[config.mk]
export PLATFORM = sky130hd
export DESIGN_NAME = fetch_unit_flat
export DESIGN_NICKNAME = d
export VERILOG_FILES = /design/src/rtl/rv32_pkg.sv /design/src/rtl/fetch_unit_if.sv /design/src/rtl/fetch_fifo.sv /design/src/rtl/fetch_unit.sv /design/src/flat_wrapper.sv
export SDC_FILE = /design/constraint.sdc
export NUM_CORES = 1
export LEC_CHECK = 0
export CORE_MARGIN = 2
export CORE_UTILIZATION = 24
export CTS_BUF_LIST = sky130_fd_sc_hd__clkbuf_2
export CTS_CLUSTER_DIAMETER = 120
export DETAILED_ROUTE_END_ITERATION = 12
export RECOVER_POWER = 50
export SLEW_MARGIN = 5
export SYNTH_ARGS = -nofsm -noshare
export SYNTH_HDL_FRONTEND = slang
export SYNTH_SLANG_ARGS = --single-unit
[constraint.sdc]
create_clock -name clk -period 16.9 [get_ports clk]
set_clock_uncertainty 0.05 [all_clocks]
set_input_delay 4.225 -clock clk [delete_from_list [all_inputs] [get_ports clk]]
set_output_delay 4.225 -clock clk [all_outputs]
set_load 0.1 [all_outputs]
[src/rtl/rv32_pkg.sv]
// rv32_pkg: shared RV32 constants, fetch FSM encoding and fetch-queue entry type
package rv32_pkg;
  localparam int XLEN = 32;
  localparam logic [XLEN-1:0] NOP_INSTR = 32'h0000_0013;
  localparam logic [XLEN-1:0] DEFAULT_RESET_PC = 32'h0000_0000;
  typedef enum logic {RUN, FLUSH} fetch_state_e;
  typedef struct packed {
    logic [XLEN-1:0] pc;
    logic [XLEN-1:0] instr;
  } fetch_entry_t;
endpackage

[src/rtl/fetch_unit_if.sv]
// fetch_unit_if: instruction-memory req/gnt/rvalid bus between fetch and imem
interface fetch_unit_if;
  import rv32_pkg::*;
  logic req;
  logic [XLEN-1:0] addr;
  logic gnt;
  logic rvalid;
  logic [XLEN-1:0] rdata;
  modport master (output req, addr, input gnt, rvalid, rdata);
  modport slave (input req, addr, output gnt, rvalid, rdata);
endinterface

[src/rtl/fetch_fifo.sv]
// fetch_fifo: in-order queue of {pc, instr} with flush taking priority over push/pop
module fetch_fifo
  import rv32_pkg::*;
#(
  parameter int DEPTH = 2,
  localparam int CW = $clog2(DEPTH + 1)
) (
  input  logic         clk,
  input  logic         rst,
  input  logic         push_i,
  input  logic         pop_i,
  input  logic         flush_i,
  input  fetch_entry_t din_i,
  output fetch_entry_t head_o,
  output logic [CW-1:0] count_o
);
  localparam int AW = DEPTH > 1 ? $clog2(DEPTH) : 1;
  fetch_entry_t mem_q [DEPTH];
  logic [AW-1:0] rd_q, wr_q;
  logic [CW-1:0] cnt_q;
  logic do_pop;
  function automatic logic [AW-1:0] nxt(logic [AW-1:0] p);
    return p == AW'(DEPTH - 1) ? '0 : p + 1'b1;
  endfunction
  assign do_pop = pop_i & (cnt_q != '0);
  always_ff @(posedge clk) begin
    if (rst | flush_i) begin
      rd_q <= '0;
      wr_q <= '0;
      cnt_q <= '0;
    end else begin
      if (push_i) begin
        mem_q[wr_q] <= din_i;
        wr_q <= nxt(wr_q);
      end
      if (do_pop) rd_q <= nxt(rd_q);
      cnt_q <= cnt_q + CW'(push_i) - CW'(do_pop);
    end
  end
  assign head_o = mem_q[rd_q];
  assign count_o = cnt_q;
endmodule

[src/rtl/fetch_unit.sv]
// fetch_unit: RV32I fetch stage; issues imem requests, queues words, handles redirects
module fetch_unit
  import rv32_pkg::*;
#(
  parameter logic [XLEN-1:0] RESET_PC = DEFAULT_RESET_PC,
  parameter int FIFO_DEPTH = 2
) (
  input  logic            clk,
  input  logic            rst,
  fetch_unit_if.master    imem,
  input  logic            redirect,
  input  logic [XLEN-1:0] redirect_pc,
  input  logic            stall,
  output logic [XLEN-1:0] instr_out,
  output logic [XLEN-1:0] pc_out,
  output logic            instr_valid,
  output logic            misalign_err
);
  localparam int CW = $clog2(FIFO_DEPTH + 1);
  fetch_state_e state_q, state_d;
  logic [XLEN-1:0] fetch_pc_q, fetch_pc_d, issue_pc_q, issue_pc_d, target;
  logic [CW-1:0] out_q, out_d, drop_q, drop_d, count;
  logic misalign_q, pop, push, grant, rv_any;
  fetch_entry_t head, din;
  assign target = {redirect_pc[XLEN-1:2], 2'b00};
  assign instr_valid = count != '0;
  assign pop = instr_valid & ~stall & ~redirect;
  // Words in flight plus queued words never exceed the queue depth, so a push always fits
  assign imem.req = ~rst & (state_q == RUN) & ~redirect
                  & (int'(out_q) + int'(count) - int'(pop) < FIFO_DEPTH);
  assign imem.addr = fetch_pc_q;
  assign grant = imem.req & imem.gnt;
  assign rv_any = imem.rvalid & ((out_q | drop_q) != '0);
  assign push = imem.rvalid & (drop_q == '0) & (out_q != '0);
  assign din = '{pc: issue_pc_q, instr: imem.rdata};
  always_comb begin
    fetch_pc_d = redirect ? target : grant ? fetch_pc_q + 32'd4 : fetch_pc_q;
    issue_pc_d = redirect ? target : push ? issue_pc_q + 32'd4 : issue_pc_q;
    out_d = redirect ? '0 : out_q + CW'(grant) - CW'(push);
    drop_d = redirect ? out_q + drop_q - CW'(rv_any) : drop_q - CW'(imem.rvalid & (drop_q != '0));
    state_d = ((redirect | (state_q == FLUSH)) & (drop_d != '0)) ? FLUSH : RUN;
  end
  always_ff @(posedge clk) begin
    if (rst) begin
      state_q <= RUN;
      fetch_pc_q <= RESET_PC;
      issue_pc_q <= RESET_PC;
      out_q <= '0;
      drop_q <= '0;
      misalign_q <= 1'b0;
    end else begin
      state_q <= state_d;
      fetch_pc_q <= fetch_pc_d;
      issue_pc_q <= issue_pc_d;
      out_q <= out_d;
      drop_q <= drop_d;
      misalign_q <= redirect & (redirect_pc[1:0] != 2'b00);
    end
  end
  fetch_fifo #(.DEPTH(FIFO_DEPTH)) u_fifo (
    .clk(clk),
    .rst(rst),
    .push_i(push),
    .pop_i(pop),
    .flush_i(redirect),
    .din_i(din),
    .head_o(head),
    .count_o(count)
  );
  assign instr_out = instr_valid ? head.instr : NOP_INSTR;
  assign pc_out = instr_valid ? head.pc : '0;
  assign misalign_err = misalign_q;
endmodule
[src/flat_wrapper.sv]
// flat-port wrapper written by rule: the top's interface ports become plain ports
module fetch_unit_flat import rv32_pkg::*;
#(
  parameter logic [XLEN-1:0] RESET_PC = DEFAULT_RESET_PC,
  parameter int FIFO_DEPTH = 2
)
  (clk, rst, redirect, redirect_pc, stall, instr_out, pc_out, instr_valid, misalign_err, imem_req, imem_addr, imem_gnt, imem_rvalid, imem_rdata);
  fetch_unit_if imem_i ();
  input  logic clk;
  input  logic rst;
  input  logic redirect;
  input  logic [XLEN-1:0] redirect_pc;
  input  logic stall;
  output logic [XLEN-1:0] instr_out;
  output logic [XLEN-1:0] pc_out;
  output logic instr_valid;
  output logic misalign_err;
  output wire logic [$bits(imem_i.req)-1:0] imem_req;
  output wire logic [$bits(imem_i.addr)-1:0] imem_addr;
  input wire logic [$bits(imem_i.gnt)-1:0] imem_gnt;
  input wire logic [$bits(imem_i.rvalid)-1:0] imem_rvalid;
  input wire logic [$bits(imem_i.rdata)-1:0] imem_rdata;
  assign imem_req = imem_i.req;
  assign imem_addr = imem_i.addr;
  assign imem_i.gnt = imem_gnt;
  assign imem_i.rvalid = imem_rvalid;
  assign imem_i.rdata = imem_rdata;
  fetch_unit #(.RESET_PC(RESET_PC), .FIFO_DEPTH(FIFO_DEPTH)) u_core (.clk(clk), .rst(rst), .imem(imem_i), .redirect(redirect), .redirect_pc(redirect_pc), .stall(stall), .instr_out(instr_out), .pc_out(pc_out), .instr_valid(instr_valid), .misalign_err(misalign_err));
endmodule
# Word-level counts from Yosys, hierarchy flattened
# Memory sizes are Yosys's and may differ from the RTL's. A register that Yosys moved wholly into a read port is not among the register bits.
# Index checks and enable logic that the tools add are counted.
# W data, S select, Z words.
[totals]
ramBits = 128
mem_count = 1
latchBits = 0
elab_cells = 71
reg_bits = 74
rom_bits = 0
[op_classes]
n_reduce_logical = 10
bitwise = 20
shifts = 0
n_eq_ne = 0
muxes = 15
div_mod_pow = 0
order_cmp = 1
add_sub_neg = 13
n_mul = 0
[memory_table]
columns = ["name", "depth", "width", "read_ports", "rd_clocked_by_memory_dff", "wr", "line", "rtl"]
rows = [
  ["u_core.u_fifo.mem_q", 2, 64, 1, 1, 1, "fetch_fifo.sv:18", "fetch_entry_t mem_q [DEPTH];"],
]
[ops]
columns = ["op", "count"]
rows = [
  ["$mux W32", 6],
  ["$add A32 B3 Y32 const B", 2],
  ["$lt A32 B3 Y1 const B", 1],
  ["$sub A32 B2 Y32", 1],
  ["$reduce_bool A2 Y1", 8],
  ["$and A1 B1 Y1", 13],
  ["$mux W1", 8],
  ["$sub A2 B1 Y2", 3],
  ["$add A2 B1 Y2", 2],
  ["$not A1 Y1", 4],
  ["$add A2 B2 Y3", 1],
  ["$add A1 B1 Y1 const B", 2],
  ["$add A2 B2 Y2", 1],
  ["$logic_not A2 Y1", 1],
  ["$mux W2", 1],
  ["$or A1 B1 Y1", 2],
  ["$or A2 B2 Y2", 1],
  ["$reduce_or A2 Y1", 1],
  ["$sub A2 B2 Y2", 1],
]

# Logic depth before layout (Yosys ltp)
# Gate-level depths: netlist of the first run.
[depth]
word_depth = 9
depth_mapped = 13

# Modules after synthesis
# Synthesis of the first run repeated with hierarchy kept, for this count alone.
[unflattened]
cells_unflattened = 738
area_unflattened_um2 = 9472.8
[modules_own_cells]
columns = ["module", "area_per_inst_um2", "instances", "seq_area_each_um2", "cells_each"]
rows = [
  ["fetch_fifo", 5162.5, 1, 3943.8, 221],
  ["fetch_unit", 4310.4, 1, 1321.3, 517],
]

# Worst setup path after synthesis of the first run
# OpenSTA, ideal clock, no wires.
[synth_path]
kind = "input-to-output"
start = "input redirect"
end = "output imem_req"
stages = 8
arrival_ns = 7.701
setup_slack_ns = 4.924
path_buffers = 3
path_cell_list = "clkbuf_1 > clkbuf_1 > clkbuf_1 > nor4_1 > ha_1 > ha_1 > or4bb_2 > a21oi_1"
[synth_via]
elab_chain_cells = 5
[synth_lines]
columns = ["element", "line", "rtl"]
rows = [
  ["start, declared", "flat_wrapper.sv:11", "input logic redirect;"],
  ["$not A1 Y1 *", "fetch_unit.sv:27, fetch_unit.sv:29", ""],
  ["$and A1 B1 Y1", "fetch_unit.sv:27", "assign pop = instr_valid & ~stall & ~redirect;"],
  ["$sub A32 B2 Y32", "fetch_unit.sv:30", "& (int'(out_q) + int'(count) - int'(pop) < FIFO_DEPTH);"],
  ["$lt A32 B3 Y1", "fetch_unit.sv:30", ""],
  ["$and A1 B1 Y1 *", "fetch_unit.sv:30", ""],
  ["end, declared", "flat_wrapper.sv:18", "output wire logic [$bits(imem_i.req)-1:0] imem_req;"],
]
# Mark *: on every way between the ends. The rest lies on a longest branch, timed or not.

# Final worst setup path of the first run
# Same ends and word-level chain as after synthesis.

==> impl_results.html, run 1 <==
<table>
<tr><th>Metric</th><th>Value</th></tr>
<tr><th colspan="2">Outcome</th></tr>
<tr><td>Outcome</td><td>finished, violations left</td></tr>
<tr><td>Violated checks</td><td>capacitance limit, slew limit</td></tr>
<tr><th colspan="2">Final layout</th></tr>
<tr><td>Share of final-layout standard cells stronger than drive strength 1</td><td>under 10%</td></tr>
<tr><td>Register cell area after layout</td><td>roughly 5100 um^2</td></tr>
<tr><td>Total Nets Final</td><td>~980</td></tr>
<tr><td>Number of cells in the finished layout apart from fillers</td><td>~1400</td></tr>
<tr><td>Number of fill cells in the layout</td><td>approximately 3600</td></tr>
<tr><td>Area of the multi-input gates</td><td>roughly 3300 um^2</td></tr>
<tr><td>Final core utilization</td><td>roughly 31%</td></tr>
<tr><td>Layout-stage area growth over the synthesis result</td><td>26.9%</td></tr>
<tr><th colspan="2">Detailed routing</th></tr>
<tr><td># DRC</td><td>0</td></tr>
<tr><td>Number of vias per cell</td><td>4.60</td></tr>
<tr><td>Routed length per instance</td><td>between 15 and 20 um</td></tr>
<tr><td>Antenna viol nets, final</td><td>0</td></tr>
<tr><td>Number of detailed-routing iterations run before antenna repair</td><td>4</td></tr>
<tr><td>Count of routing violations after the opening detailed-route iteration</td><td>432</td></tr>
<tr><td>Top routing layer in use</td><td>met5</td></tr>
<tr><td>Routed via count</td><td>6308</td></tr>
<tr><td>Routed Wire Length</td><td>between 20 and 25 mm</td></tr>
<tr><td>Detailed route wirelength on metal3</td><td>1.54 mm</td></tr>
<tr><td>Total routed wire length on the met1 layer</td><td>roughly 11 mm</td></tr>
<tr><td>Met2 Routed Length</td><td>between 10 and 15 mm</td></tr>
<tr><th colspan="2">Worst setup path</th></tr>
<tr><td>Data required time of the worst path</td><td>roughly 13000 ps</td></tr>
<tr><td>Data arrival, critical path</td><td>between 8000 and 9000 ps</td></tr>
<tr><td>Crit Path Category</td><td>in2out</td></tr>
<tr><td>CP Launch Type</td><td>primary input</td></tr>
<tr><td>Top cell family by delay on the critical path</td><td>buffers and inverters</td></tr>
<tr><td>CP Capture Type</td><td>output port</td></tr>
<tr><td>Cell Chain, Critical Path</td><td>dlygate4sd3_1, clkbuf_1, nor4_1, ha_1, ha_1, or4bb_2, a21oi_1, clkdlybuf4s50_1</td></tr>
<tr><td>Sum of buffers and inverters on the critical path</td><td>3</td></tr>
<tr><td>Cell with the biggest individual delay on the critical path</td><td>sky130_fd_sc_hd__clkbuf_1</td></tr>
<tr><td>Critical path's most frequent cell</td><td>sky130_fd_sc_hd__ha_1</td></tr>
<tr><td>Peak per-stage delay on the critical path</td><td>roughly 1300 ps</td></tr>
<tr><td>Largest driver fanout on the critical path</td><td>37</td></tr>
<tr><th colspan="2">Clock tree</th></tr>
<tr><td>Quantity of hold-fixing buffers added after cts</td><td>0</td></tr>
<tr><td>Total number of H-tree levels</td><td>4</td></tr>
<tr><td>Worst-Skew Late Latency</td><td>810 ps</td></tr>
<tr><td>Maximum count of clock buffers along a single path</td><td>2</td></tr>
<tr><td>Post-cts sizing count</td><td>0</td></tr>
<tr><td>Cell at the root of the clock tree</td><td>sky130_fd_sc_hd__clkbuf_2</td></tr>
<tr><td>TritonCTS clock tree</td><td>done</td></tr>
<tr><td>Setup Fix Bufs, Post-CTS</td><td>0</td></tr>
<tr><td>TritonCTS sink count</td><td>roughly 200</td></tr>
<tr><td>Total CTS buffers</td><td>17</td></tr>
<tr><td>Clock slew at reported path FFs</td><td>300 ps</td></tr>
<tr><th colspan="2">Synth</th></tr>
<tr><td>Post-synthesis instance total</td><td>741</td></tr>
<tr><td>Unique cell type count in the Yosys netlist</td><td>around 60</td></tr>
<tr><td>Number of warnings reported in the yosys synthesis log</td><td>0</td></tr>
<tr><td>Synthesized area divided by synthesized cell count</td><td>about 12 um^2</td></tr>
<tr><td>Register area share after synthesis</td><td>about three fifths</td></tr>
<tr><td>Async S/R FF share, synth</td><td>0%</td></tr>
<tr><td>Register bit count reported by yosys</td><td>~200</td></tr>
<tr><td>Primary FF master, synth</td><td>sky130_fd_sc_hd__edfxtp_1</td></tr>
<tr><td>Count of flip-flops with a built-in enable after synthesis</td><td>about 120</td></tr>
<tr><td>Synth Cell Area</td><td>just under 9000 um^2</td></tr>
<tr><th colspan="2">Timing</th></tr>
<tr><td>RSZ-0062 raised after global routing</td><td>false</td></tr>
<tr><td>Slew @ Worst Pin</td><td>3830 ps</td></tr>
<tr><td>Max Transition Viols Final</td><td>between 150 and 200</td></tr>
<tr><td>Minimum hold slack</td><td>slightly below 500 ps</td></tr>
<tr><td>Final worst path period share</td><td>just under 80%</td></tr>
<tr><td>Final Critical Period</td><td>between 10000 and 15000 ps</td></tr>
<tr><td>Number of hold violations in the final report</td><td>0</td></tr>
<tr><td>Setup TNS</td><td>0 ps</td></tr>
<tr><td>Number of failing setup endpoints in the final timing report</td><td>0</td></tr>
<tr><td>Peak clock frequency supported by timing</td><td>about 0.077 GHz</td></tr>
<tr><td>Relative slew slack</td><td>-155%</td></tr>
<tr><th colspan="2">GRT</th></tr>
<tr><td>Largest net degree at the start of global routing</td><td>64</td></tr>
<tr><td>Wire length of the first global-routing pass</td><td>about 36 mm</td></tr>
<tr><td>Via count of the first global-routing pass</td><td>6147</td></tr>
<tr><td>Initial antenna violation count</td><td>2</td></tr>
<tr><td>Total GRT Usage</td><td>about an eighth</td></tr>
<tr><td>Remaining global-route overflow</td><td>0</td></tr>
<tr><th colspan="2">Placed design</th></tr>
<tr><td>Instance count after placement with tap cells included</td><td>~1300</td></tr>
<tr><td>Dpl hpwl</td><td>about 16 mm</td></tr>
<tr><td>Final GP Congestion</td><td>around 0.87</td></tr>
<tr><td>I/O Buffers</td><td>about 160</td></tr>
<tr><th colspan="2">Floorplanning</th></tr>
<tr><td>Boundary Pins</td><td>roughly 170</td></tr>
<tr><td>Overall die area</td><td>between 30000 and 40000 um^2</td></tr>
<tr><td>Core footprint</td><td>35600 um^2</td></tr>
<tr><td>Die height</td><td>194 um</td></tr>
<tr><td>Initial core utilization</td><td>about a quarter</td></tr>
<tr><td>Horizontal extent of the die</td><td>slightly below 200 um</td></tr>
<tr><td>FP Rows</td><td>69</td></tr>
<tr><th colspan="2">Pwr</th></tr>
<tr><td>Leakage</td><td>approximately 0.0035 uW</td></tr>
<tr><td>VDD IR max</td><td>about 36 uV</td></tr>
<tr><td>Overall Power</td><td>slightly below 900 uW</td></tr>
<tr><td>Power per Cell Area</td><td>between 70 and 80 nW/um^2</td></tr>
<tr><th colspan="2">Run</th></tr>
<tr><td>Reported max-cap violation count</td><td>3</td></tr>
<tr><th colspan="2">Hold path</th></tr>
<tr><td>Path class of the lowest-slack min-delay path</td><td>reg2reg</td></tr>
</table>
==> registers in the layout, summed over array words and instances, names as in the netlist, named ones only <==
register	count
u_core.drop_q	2
u_core.imem.addr	30
u_core.issue_pc_q	30
u_core.misalign_err	1
u_core.out_q	2
u_core.state_q	1
u_core.u_fifo.count_o	2
u_core.u_fifo.mem_q	124
u_core.u_fifo.rd_q	1
u_core.u_fifo.wr_q	1
==> routing by layer <==
layer  global-route usage, %  vias up
li1                        -     3079
met5                       0        -
met4                    2.83        2
met3                    3.34       21
met1                    17.2     2989
met2                    19.6      217
==> cells in the mapped netlist, drive strengths merged, types with 12 or more instances <==
| cell | number | area, um^2 |
|---|---|---|
| inv | 19 | 71.3 |
| nand2 | 47 | 176 |
| nand4 | 20 | 125 |
| dfxtp | 71 | 1420 |
| edfxtp | 124 | 3720 |
| a21boi | 13 | 97.6 |
| clkbuf | 30 | 113 |
| xnor2 | 16 | 140 |
| nor2 | 88 | 333 |
| a211oi | 12 | 90.1 |
| a31oi | 12 | 75.1 |
| nand3 | 23 | 115 |
| mux2i | 63 | 631 |
| xor2 | 23 | 201 |
| ha | 13 | 163 |
| nor4 | 13 | 96.3 |
==> layout make-up <==
class / count / share of cell area [%]
clock inverter: 15 / 1.10
multi-input combinational: 487 / 29.9
timing repair buffer: 175 / 15.5
antenna: 1 / 0.0227
clock buffer: 17 / 0.772
sequential: 195 / 46.7
inverter: 21 / 0.715
tap: 461 / 5.23
==> layout by cell type (no fill, tap or decap), drive strengths merged, types with 10 or more instances in the layout <==
cell           count
clkbuf            21
clkdlybuf4s50    130
nor4              13
nor2              88
a31oi             12
a21boi            13
inv               30
ha                13
or3               10
nor3              10
nand4             20
o21ai             11
nand3             23
and3              10
edfxtp           124
xor2              23
dlygate4sd3       34
xnor2             16
nand2             47
mux2i             63
a211oi            12
o21a              11
dfxtp             71
==> through the flow <==
step	cell area (um^2)	worst slack, ps
floorplan	8690	4920
global placement	10800	4950
detailed placement	10800	4960
CTS	11000	4940
global route	11000	3580
finish	11000	3860
==> final timing paths <==
check / from / slack (ps) / endpoint / cells past startpoint
max: redirect / 3860 / imem_req / 8
min: u_core.issue_pc_q[18] / 490 / u_core.u_fifo.mem_q[0][50] / 0
max reg2reg: u_core.drop_q[0] / 12080 / u_core.u_fifo.mem_q[0][0] / 4
min reg2reg: u_core.issue_pc_q[18] / 490 / u_core.u_fifo.mem_q[0][50] / 0
==> worst register-to-register path: stages, from the launching register on <==
cell and delay, ps:
sky130_fd_sc_hd__dfxtp_1 410, sky130_fd_sc_hd__or3b_2 540, sky130_fd_sc_hd__or2_2 370, sky130_fd_sc_hd__nor3_1 200, sky130_fd_sc_hd__clkbuf_1 2710
==> logic make-up after synthesis <==
logic type,count (synthesis),synth area share (%)
multiplexers,64,7.39
AO/OA/AOI/OAI,112,9.44
buffers and inverters,62,2.95
flip-flops,195,59.3
AND/OR/NAND/NOR,254,14.9
XOR/XNOR,39,3.93
adder cells (fa/ha/maj),14,2.10
other,1,0.0432
==> power breakdown <==
group / leakage, uW / switching (uW) / internal [uW]
registers: 0.00171 / 16.6 / 519
clock network: 0.000142 / 177 / 44.2
logic: 0.00163 / 83.2 / 41.4
total: 0.00349 / 277 / 605
No activity file was read; power rests on OpenSTA's default activity.
==> run 2, diff against run 1 <==
Clock period 16.9 ns to 12.5 ns, I/O delays scaled along.
==> run 2 against run 1 <==
The flow still finishes with violations (capacitance limit, slew limit). Routed wire length shrank 1.0%. Global-route usage shrank 0.12 points. Die area is the same. Non-clock buffer count is the same. Power grew 37%. Flip-flop and latch count is the same. Register-to-register slack lost 4400 ps. Critical path depth is the same. Final cell count is the same. Core utilization grew 0.081 points. First-iteration DRC count shrank 28%. Setup slack lost 2200 ps. Largest cell class unchanged.
==> impl_results.html, run 2 (synthesis results as in run 1) <==
<table>
<tr><th>Metric</th><th>Value</th></tr>
<tr><th colspan="2">GRT</th></tr>
<tr><td>GRT busiest layer</td><td>met2</td></tr>
<tr><td>Remaining global-route overflow</td><td>0</td></tr>
<tr><td>Wire length of the first global-routing pass</td><td>~36 mm</td></tr>
<tr><td>Fraction of met3 tracks used by global routing</td><td>approximately 3.7%</td></tr>
<tr><td>Initial antenna violation count</td><td>1</td></tr>
<tr><td>Via count of the first global-routing pass</td><td>around 6100</td></tr>
<tr><td>Met2 routing resource usage after global routing</td><td>a little under a fifth</td></tr>
<tr><td>Met1 capacity usage during global routing</td><td>roughly 17%</td></tr>
<tr><td>Total GRT Usage</td><td>12.4%</td></tr>
<tr><td>Largest net degree at the start of global routing</td><td>64</td></tr>
<tr><th colspan="2">Clock tree</th></tr>
<tr><td>Worst-Skew Late Latency</td><td>a little under 800 ps</td></tr>
<tr><td>Maximum count of clock buffers along a single path</td><td>2</td></tr>
<tr><td>Cell at the root of the clock tree</td><td>sky130_fd_sc_hd__clkbuf_2</td></tr>
<tr><td>Clock slew at reported path FFs</td><td>350 ps</td></tr>
<tr><td>TritonCTS clock tree</td><td>done</td></tr>
<tr><td>Total number of H-tree levels</td><td>4</td></tr>
<tr><td>Total CTS buffers</td><td>17</td></tr>
<tr><td>Post-cts sizing count</td><td>0</td></tr>
<tr><td>Quantity of hold-fixing buffers added after cts</td><td>0</td></tr>
<tr><td>Setup Fix Bufs, Post-CTS</td><td>0</td></tr>
<tr><td>TritonCTS sink count</td><td>approximately 200</td></tr>
<tr><th colspan="2">Hold path</th></tr>
<tr><td>Start point of the worst hold path</td><td>u_core.imem.addr[3]</td></tr>
<tr><td>Cell depth of the worst hold path</td><td>2</td></tr>
<tr><td>Path class of the lowest-slack min-delay path</td><td>reg2reg</td></tr>
<tr><td>Worst min-delay path endpoint</td><td>u_core.imem.addr[5]</td></tr>
<tr><th colspan="2">Worst setup path</th></tr>
<tr><td>Worst flop-to-flop path startpoint</td><td>u_core.drop_q[1]</td></tr>
<tr><td>Reg2Reg Capture Point</td><td>u_core.u_fifo.mem_q[0][4]</td></tr>
<tr><td>Reg2reg setup slack</td><td>between 7000 and 8000 ps</td></tr>
<tr><td>CP Launch Type</td><td>primary input</td></tr>
<tr><td>CP Capture Type</td><td>output port</td></tr>
<tr><td>Data arrival, critical path</td><td>between 7000 and 8000 ps</td></tr>
<tr><td>Crit Path Category</td><td>in2out</td></tr>
<tr><td>Largest driver fanout on the critical path</td><td>37</td></tr>
<tr><td>Data required time of the worst path</td><td>9320 ps</td></tr>
<tr><td>Depth of the most critical reg-to-reg path</td><td>4</td></tr>
<tr><th colspan="2">Pwr</th></tr>
<tr><td>Power per Cell Area</td><td>approximately 110 nW/um^2</td></tr>
<tr><td>VDD IR max</td><td>49.2 uV</td></tr>
<tr><td>Leakage</td><td>between 0.003 and 0.004 uW</td></tr>
<tr><th colspan="2">Timing</th></tr>
<tr><td>Setup TNS</td><td>0 ps</td></tr>
<tr><td>Max Transition Viols Final</td><td>between 150 and 200</td></tr>
<tr><td>Final worst path period share</td><td>around 87%</td></tr>
<tr><td>Final Critical Period</td><td>10840 ps</td></tr>
<tr><td>Relative slew slack</td><td>-152%</td></tr>
<tr><td>Min setup slack post-route</td><td>1660 ps</td></tr>
<tr><td>Number of failing setup endpoints in the final timing report</td><td>0</td></tr>
<tr><td>RSZ-0062 raised after global routing</td><td>false</td></tr>
<tr><td>Peak clock frequency supported by timing</td><td>approximately 0.092 GHz</td></tr>
<tr><td>Number of hold violations in the final report</td><td>0</td></tr>
<tr><td>Slew @ Worst Pin</td><td>roughly 3800 ps</td></tr>
<tr><th colspan="2">Floorplanning</th></tr>
<tr><td>Initial core utilization</td><td>between 20% and 30%</td></tr>
<tr><td>Core footprint</td><td>about 36000 um^2</td></tr>
<tr><td>Boundary Pins</td><td>about 170</td></tr>
<tr><td>FP Rows</td><td>roughly 70</td></tr>
<tr><td>Overall die area</td><td>~38000 um^2</td></tr>
<tr><td>Die height</td><td>194 um</td></tr>
<tr><td>Horizontal extent of the die</td><td>194 um</td></tr>
<tr><th colspan="2">Detailed routing</th></tr>
<tr><td>Antenna viol nets, final</td><td>0</td></tr>
<tr><td>Count of routing violations after the opening detailed-route iteration</td><td>313</td></tr>
<tr><td># DRC</td><td>0</td></tr>
<tr><td>Number of vias per cell</td><td>4.68</td></tr>
<tr><td>Routed via count</td><td>6416</td></tr>
<tr><td>Routed length per instance</td><td>approximately 17 um</td></tr>
<tr><td>Number of detailed-routing iterations run before antenna repair</td><td>5</td></tr>
<tr><td>Routed Wire Length</td><td>roughly 24 mm</td></tr>
<tr><th colspan="2">Final layout</th></tr>
<tr><td>Most flop-heavy register</td><td>u_core.u_fifo.mem_q</td></tr>
<tr><td>Total Nets Final</td><td>about 980</td></tr>
<tr><td>Share of final-layout standard cells stronger than drive strength 1</td><td>under 10%</td></tr>
<tr><td>Most frequent cells in the layout</td><td>sky130_fd_sc_hd__clkdlybuf4s50_1, sky130_fd_sc_hd__edfxtp_1, sky130_fd_sc_hd__nor2_1, sky130_fd_sc_hd__dfxtp_1, sky130_fd_sc_hd__mux2i_1</td></tr>
<tr><td>Layout-stage area growth over the synthesis result</td><td>27.3%</td></tr>
<tr><td>Final core utilization</td><td>between 30% and 40%</td></tr>
<tr><td>Most common cell after layout, fill and taps aside</td><td>sky130_fd_sc_hd__clkdlybuf4s50_1</td></tr>
<tr><td>Max FFs per register</td><td>approximately 120</td></tr>
<tr><td>Number of fill cells in the layout</td><td>roughly 3700</td></tr>
<tr><th colspan="2">Placed design</th></tr>
<tr><td>Setup Slack @ Placement</td><td>2730 ps</td></tr>
<tr><td>Dpl hpwl</td><td>between 15 and 20 mm</td></tr>
<tr><td>Final GP Congestion</td><td>between 0.8 and 0.9</td></tr>
<tr><td>I/O Buffers</td><td>approximately 160</td></tr>
<tr><th colspan="2">Run</th></tr>
<tr><td>Reported max-cap violation count</td><td>3</td></tr>
<tr><th colspan="2">Outcome</th></tr>
<tr><td>Outcome</td><td>finished, violations left</td></tr>
<tr><td>Violated checks</td><td>capacitance limit, slew limit</td></tr>
</table>
==> run 2: cell types whose count changed in the layout (fill, tap and decap cells not counted) <==
cell	previous run	this run
sky130_fd_sc_hd__inv_4	2	0
sky130_fd_sc_hd__bufinv_16	0	1
sky130_fd_sc_hd__inv_6	5	4
sky130_fd_sc_hd__dlygate4sd3_1	34	33
sky130_fd_sc_hd__inv_8	2	3
sky130_fd_sc_hd__clkinv_4	1	2
sky130_fd_sc_hd__clkdlybuf4s50_1	130	131
==> run 2: routing by layer <==
metal	vias up	part of all wire (%)
li1	3079	-
met1	3057	47
met2	260	44
met3	20	7.6
met4	0	1.3
met5	-	0
==> run 2: power breakdown <==
| part | total [uW] | internal [uW] | switching, uW |
|---|---|---|---|
| Combinational | 169 | 56.1 | 113 |
| Sequential | 724 | 702 | 22.3 |
| Clock | 318 | 80.4 | 238 |
==> run 2: worst max-delay path by stage <==
stage | end | slack [ps] | startpoint
final | imem_req | 1660 | redirect
after global routing | imem_req | 1380 | redirect
after CTS | imem_req | 2720 | redirect
after detailed placement | imem_req | 2730 | redirect
after global placement | imem_req | 2740 | redirect
after floorplan | imem_req | 2720 | redirect
==> run 2: layout make-up <==
type	count	area, um^2	share of cell area (%)
antenna	1	2.50	0.0226
clock buffer	17	85.1	0.770
clock inverter	15	150	1.36
inverter	21	78.8	0.713
multi-input combinational	487	3300	29.9
sequential	195	5150	46.6
tap	461	577	5.22
timing repair buffer	175	1710	15.5
==> run 2: metrics by stage <==
stage / total power, uW / instances / hold WS [ps] / cell area [um^2]
CTS: 1230 / 1371 / 458 / 11100
detailed placement: 907 / 1339 / 433 / 10800
global placement: 904 / 1339 / 421 / 10800
finish: 1210 / 1372 / 477 / 11100
floorplan: 844 / 744 / 390 / 8690
global route: 1270 / 1372 / 494 / 11100
==> run 2: critical path, stage by stage <==
cell and delay [ps]:
sky130_fd_sc_hd__dlygate4sd3_1 520, sky130_fd_sc_hd__clkbuf_1 1230, sky130_fd_sc_hd__nor4_1 190, sky130_fd_sc_hd__ha_1 270, sky130_fd_sc_hd__ha_1 280, sky130_fd_sc_hd__or4bb_2 600
sky130_fd_sc_hd__a21oi_1 250, sky130_fd_sc_hd__clkdlybuf4s50_1 1190
==> run 3, diff against run 2 <==
Settings changed: RECOVER_POWER 50 to default.
==> run 3 against run 2 <==
The run now ends clean. Critical path depth did not move. Worst hold slack got worse by 21 ps. Routed wire length barely moved. First-iteration DRC count rose by 14%. Core utilization rose by 0.056 points. Sequential power barely moved. Clock power barely moved. Highest routed layer unchanged.
==> impl_results.html, run 3 (synthesis results as in run 1) <==
<table>
<tr><th>Metric</th><th>Value</th></tr>
<tr><th colspan="2">Outcome</th></tr>
<tr><td>Outcome</td><td>finished clean</td></tr>
<tr><th colspan="2">Worst setup path</th></tr>
<tr><td>CP Launch Type</td><td>primary input</td></tr>
<tr><td>Depth of the most critical reg-to-reg path</td><td>12</td></tr>
<tr><td>CP Capture Type</td><td>output port</td></tr>
<tr><td>Largest driver fanout on the critical path</td><td>37</td></tr>
<tr><td>Data arrival, critical path</td><td>about 6600 ps</td></tr>
<tr><td>Crit Path Category</td><td>in2out</td></tr>
<tr><td>Data required time of the worst path</td><td>9320 ps</td></tr>
<tr><th colspan="2">GRT</th></tr>
<tr><td>Total GRT Usage</td><td>around an eighth</td></tr>
<tr><td>Initial antenna violation count</td><td>1</td></tr>
<tr><td>Via count of the first global-routing pass</td><td>6051</td></tr>
<tr><td>Remaining global-route overflow</td><td>0</td></tr>
<tr><td>Largest net degree at the start of global routing</td><td>64</td></tr>
<tr><td>Wire length of the first global-routing pass</td><td>approximately 36 mm</td></tr>
<tr><th colspan="2">Detailed routing</th></tr>
<tr><td>Number of detailed-routing iterations run before antenna repair</td><td>5</td></tr>
<tr><td>Routed Wire Length</td><td>around 24 mm</td></tr>
<tr><td>Antenna viol nets, final</td><td>0</td></tr>
<tr><td>Routed length per instance</td><td>17.3 um</td></tr>
<tr><td># DRC</td><td>0</td></tr>
<tr><td>Number of vias per cell</td><td>between 4 and 5</td></tr>
<tr><td>Routed via count</td><td>approximately 6300</td></tr>
<tr><td>Count of routing violations after the opening detailed-route iteration</td><td>356</td></tr>
<tr><th colspan="2">Floorplanning</th></tr>
<tr><td>FP Rows</td><td>69</td></tr>
<tr><td>Boundary Pins</td><td>~170</td></tr>
<tr><td>Die height</td><td>194 um</td></tr>
<tr><td>Overall die area</td><td>between 30000 and 40000 um^2</td></tr>
<tr><td>Horizontal extent of the die</td><td>between 150 and 200 um</td></tr>
<tr><td>Initial core utilization</td><td>between 20% and 30%</td></tr>
<tr><td>Core footprint</td><td>between 30000 and 40000 um^2</td></tr>
<tr><th colspan="2">Final layout</th></tr>
<tr><td>Total Nets Final</td><td>approximately 980</td></tr>
<tr><td>Number of cells in the finished layout apart from fillers</td><td>~1400</td></tr>
<tr><td>Number of fill cells in the layout</td><td>approximately 3700</td></tr>
<tr><td>Most common cell after layout, fill and taps aside</td><td>sky130_fd_sc_hd__clkdlybuf4s50_1</td></tr>
<tr><td>Share of final-layout standard cells stronger than drive strength 1</td><td>under 10%</td></tr>
<tr><td>Most flop-heavy register</td><td>u_core.u_fifo.mem_q</td></tr>
<tr><td>Most frequent cells in the layout</td><td>sky130_fd_sc_hd__clkdlybuf4s50_1, sky130_fd_sc_hd__edfxtp_1, sky130_fd_sc_hd__nor2_1, sky130_fd_sc_hd__dfxtp_1, sky130_fd_sc_hd__mux2i_1</td></tr>
<tr><td>Max FFs per register</td><td>between 100 and 150</td></tr>
<tr><td>Area of the multi-input gates</td><td>approximately 3300 um^2</td></tr>
<tr><td>Register cell area after layout</td><td>a little over 5000 um^2</td></tr>
<tr><td>Layout-stage area growth over the synthesis result</td><td>27.5%</td></tr>
<tr><th colspan="2">Timing</th></tr>
<tr><td>Peak clock frequency supported by timing</td><td>just over 0.1 GHz</td></tr>
<tr><td>RSZ-0062 raised after global routing</td><td>false</td></tr>
<tr><td>Max Transition Viols Final</td><td>0</td></tr>
<tr><td>Slew @ Worst Pin</td><td>around 1100 ps</td></tr>
<tr><td>Minimum hold slack</td><td>about 460 ps</td></tr>
<tr><td>Setup TNS</td><td>0 ps</td></tr>
<tr><td>Number of hold violations in the final report</td><td>0</td></tr>
<tr><td>Relative slew slack</td><td>between 20% and 30%</td></tr>
<tr><td>Number of failing setup endpoints in the final timing report</td><td>0</td></tr>
<tr><td>Final worst path period share</td><td>between 70% and 80%</td></tr>
<tr><td>Final Critical Period</td><td>9770 ps</td></tr>
<tr><th colspan="2">Clock tree</th></tr>
<tr><td>TritonCTS clock tree</td><td>done</td></tr>
<tr><td>TritonCTS sink count</td><td>just under 200</td></tr>
<tr><td>Worst-Skew Late Latency</td><td>810 ps</td></tr>
<tr><td>Clock slew at reported path FFs</td><td>about 370 ps</td></tr>
<tr><td>Maximum count of clock buffers along a single path</td><td>2</td></tr>
<tr><td>Post-cts sizing count</td><td>0</td></tr>
<tr><td>Cell at the root of the clock tree</td><td>sky130_fd_sc_hd__clkbuf_2</td></tr>
<tr><td>Setup Fix Bufs, Post-CTS</td><td>0</td></tr>
<tr><td>Total CTS buffers</td><td>17</td></tr>
<tr><td>Quantity of hold-fixing buffers added after cts</td><td>0</td></tr>
<tr><td>Total number of H-tree levels</td><td>4</td></tr>
<tr><th colspan="2">Hold path</th></tr>
<tr><td>Cell depth of the worst hold path</td><td>2</td></tr>
<tr><td>Path class of the lowest-slack min-delay path</td><td>reg2reg</td></tr>
<tr><th colspan="2">Pwr</th></tr>
<tr><td>Leakage</td><td>between 0.003 and 0.004 uW</td></tr>
<tr><td>VDD IR max</td><td>between 40 and 50 uV</td></tr>
<tr><td>Power per Cell Area</td><td>between 100 and 150 nW/um^2</td></tr>
<tr><th colspan="2">Placed design</th></tr>
<tr><td>Dpl hpwl</td><td>about 17 mm</td></tr>
<tr><td>Instance count after placement with tap cells included</td><td>~1300</td></tr>
<tr><td>Final GP Congestion</td><td>0.863</td></tr>
<tr><td>I/O Buffers</td><td>approximately 160</td></tr>
<tr><th colspan="2">Run</th></tr>
<tr><td>Reported max-cap violation count</td><td>0</td></tr>
</table>
## run 3: cell types whose count changed in the layout (fill, tap and decap cells not counted)
cell	change
sky130_fd_sc_hd__or2_0	-1
sky130_fd_sc_hd__or2_2	+1
sky130_fd_sc_hd__nor3_2	+1
sky130_fd_sc_hd__clkbuf_1	-4
sky130_fd_sc_hd__buf_4	+4
sky130_fd_sc_hd__clkdlybuf4s50_1	+33
sky130_fd_sc_hd__dlygate4sd3_1	-33
sky130_fd_sc_hd__nor3_1	-1
## run 3: path summary, 6_finish.rpt
check / start / to / slack (ps)
worst max register to register: u_core.u_fifo.count_o[0] / u_core.out_q[1] / 8820
worst min register to register: u_core.imem.addr[2] / u_core.imem.addr[5] / 460
worst min-delay path: u_core.imem.addr[2] / u_core.imem.addr[5] / 460
worst max-delay path: redirect / imem_req / 2730
## run 3: area by class of cell
| cell class | instances | area share [%] |
|---|---|---|
| antenna | 1 | 0.0226 |
| clock buffer | 17 | 0.769 |
| clock inverter | 15 | 1.36 |
| inverter | 21 | 0.712 |
| multi-input combinational | 487 | 29.8 |
| sequential | 195 | 46.5 |
| tap | 461 | 5.21 |
| timing repair buffer | 175 | 15.6 |
## run 3: per-layer routing
metal	up-vias	GRT usage [%]	routed length (um)
met4	0	3.45	302
met5	-	0	0
met2	232	18.6	10500
met1	3024	17.1	11200
li1	3072	-	-
met3	19	3.74	1690
## run 3: critical path, cell delays in order
cell and delay, ps:
sky130_fd_sc_hd__clkdlybuf4s50_1 450, sky130_fd_sc_hd__buf_4 370, sky130_fd_sc_hd__nor4_1 120, sky130_fd_sc_hd__ha_1 200
sky130_fd_sc_hd__ha_1 280, sky130_fd_sc_hd__or4bb_2 600, sky130_fd_sc_hd__a21oi_1 250, sky130_fd_sc_hd__clkdlybuf4s50_1 1180
## run 3: where the power goes
group	switching, uW	internal, uW
clock network	238	80.3
logic	113	58.4
registers	22.3	701
## run 3: through the flow
stage	total power [uW]	utilization, %	cell area (um^2)	worst slack (ps)
3_5_place_dp	907	30.5	10800	2730
5_1_grt	1270	31.1	11100	2580
4_1_cts	1230	31.1	11100	2720
2_1_floorplan	844	-	8690	2720
3_3_place_gp	904	30.5	10800	2740
6_report	1210	31.1	11100	2730
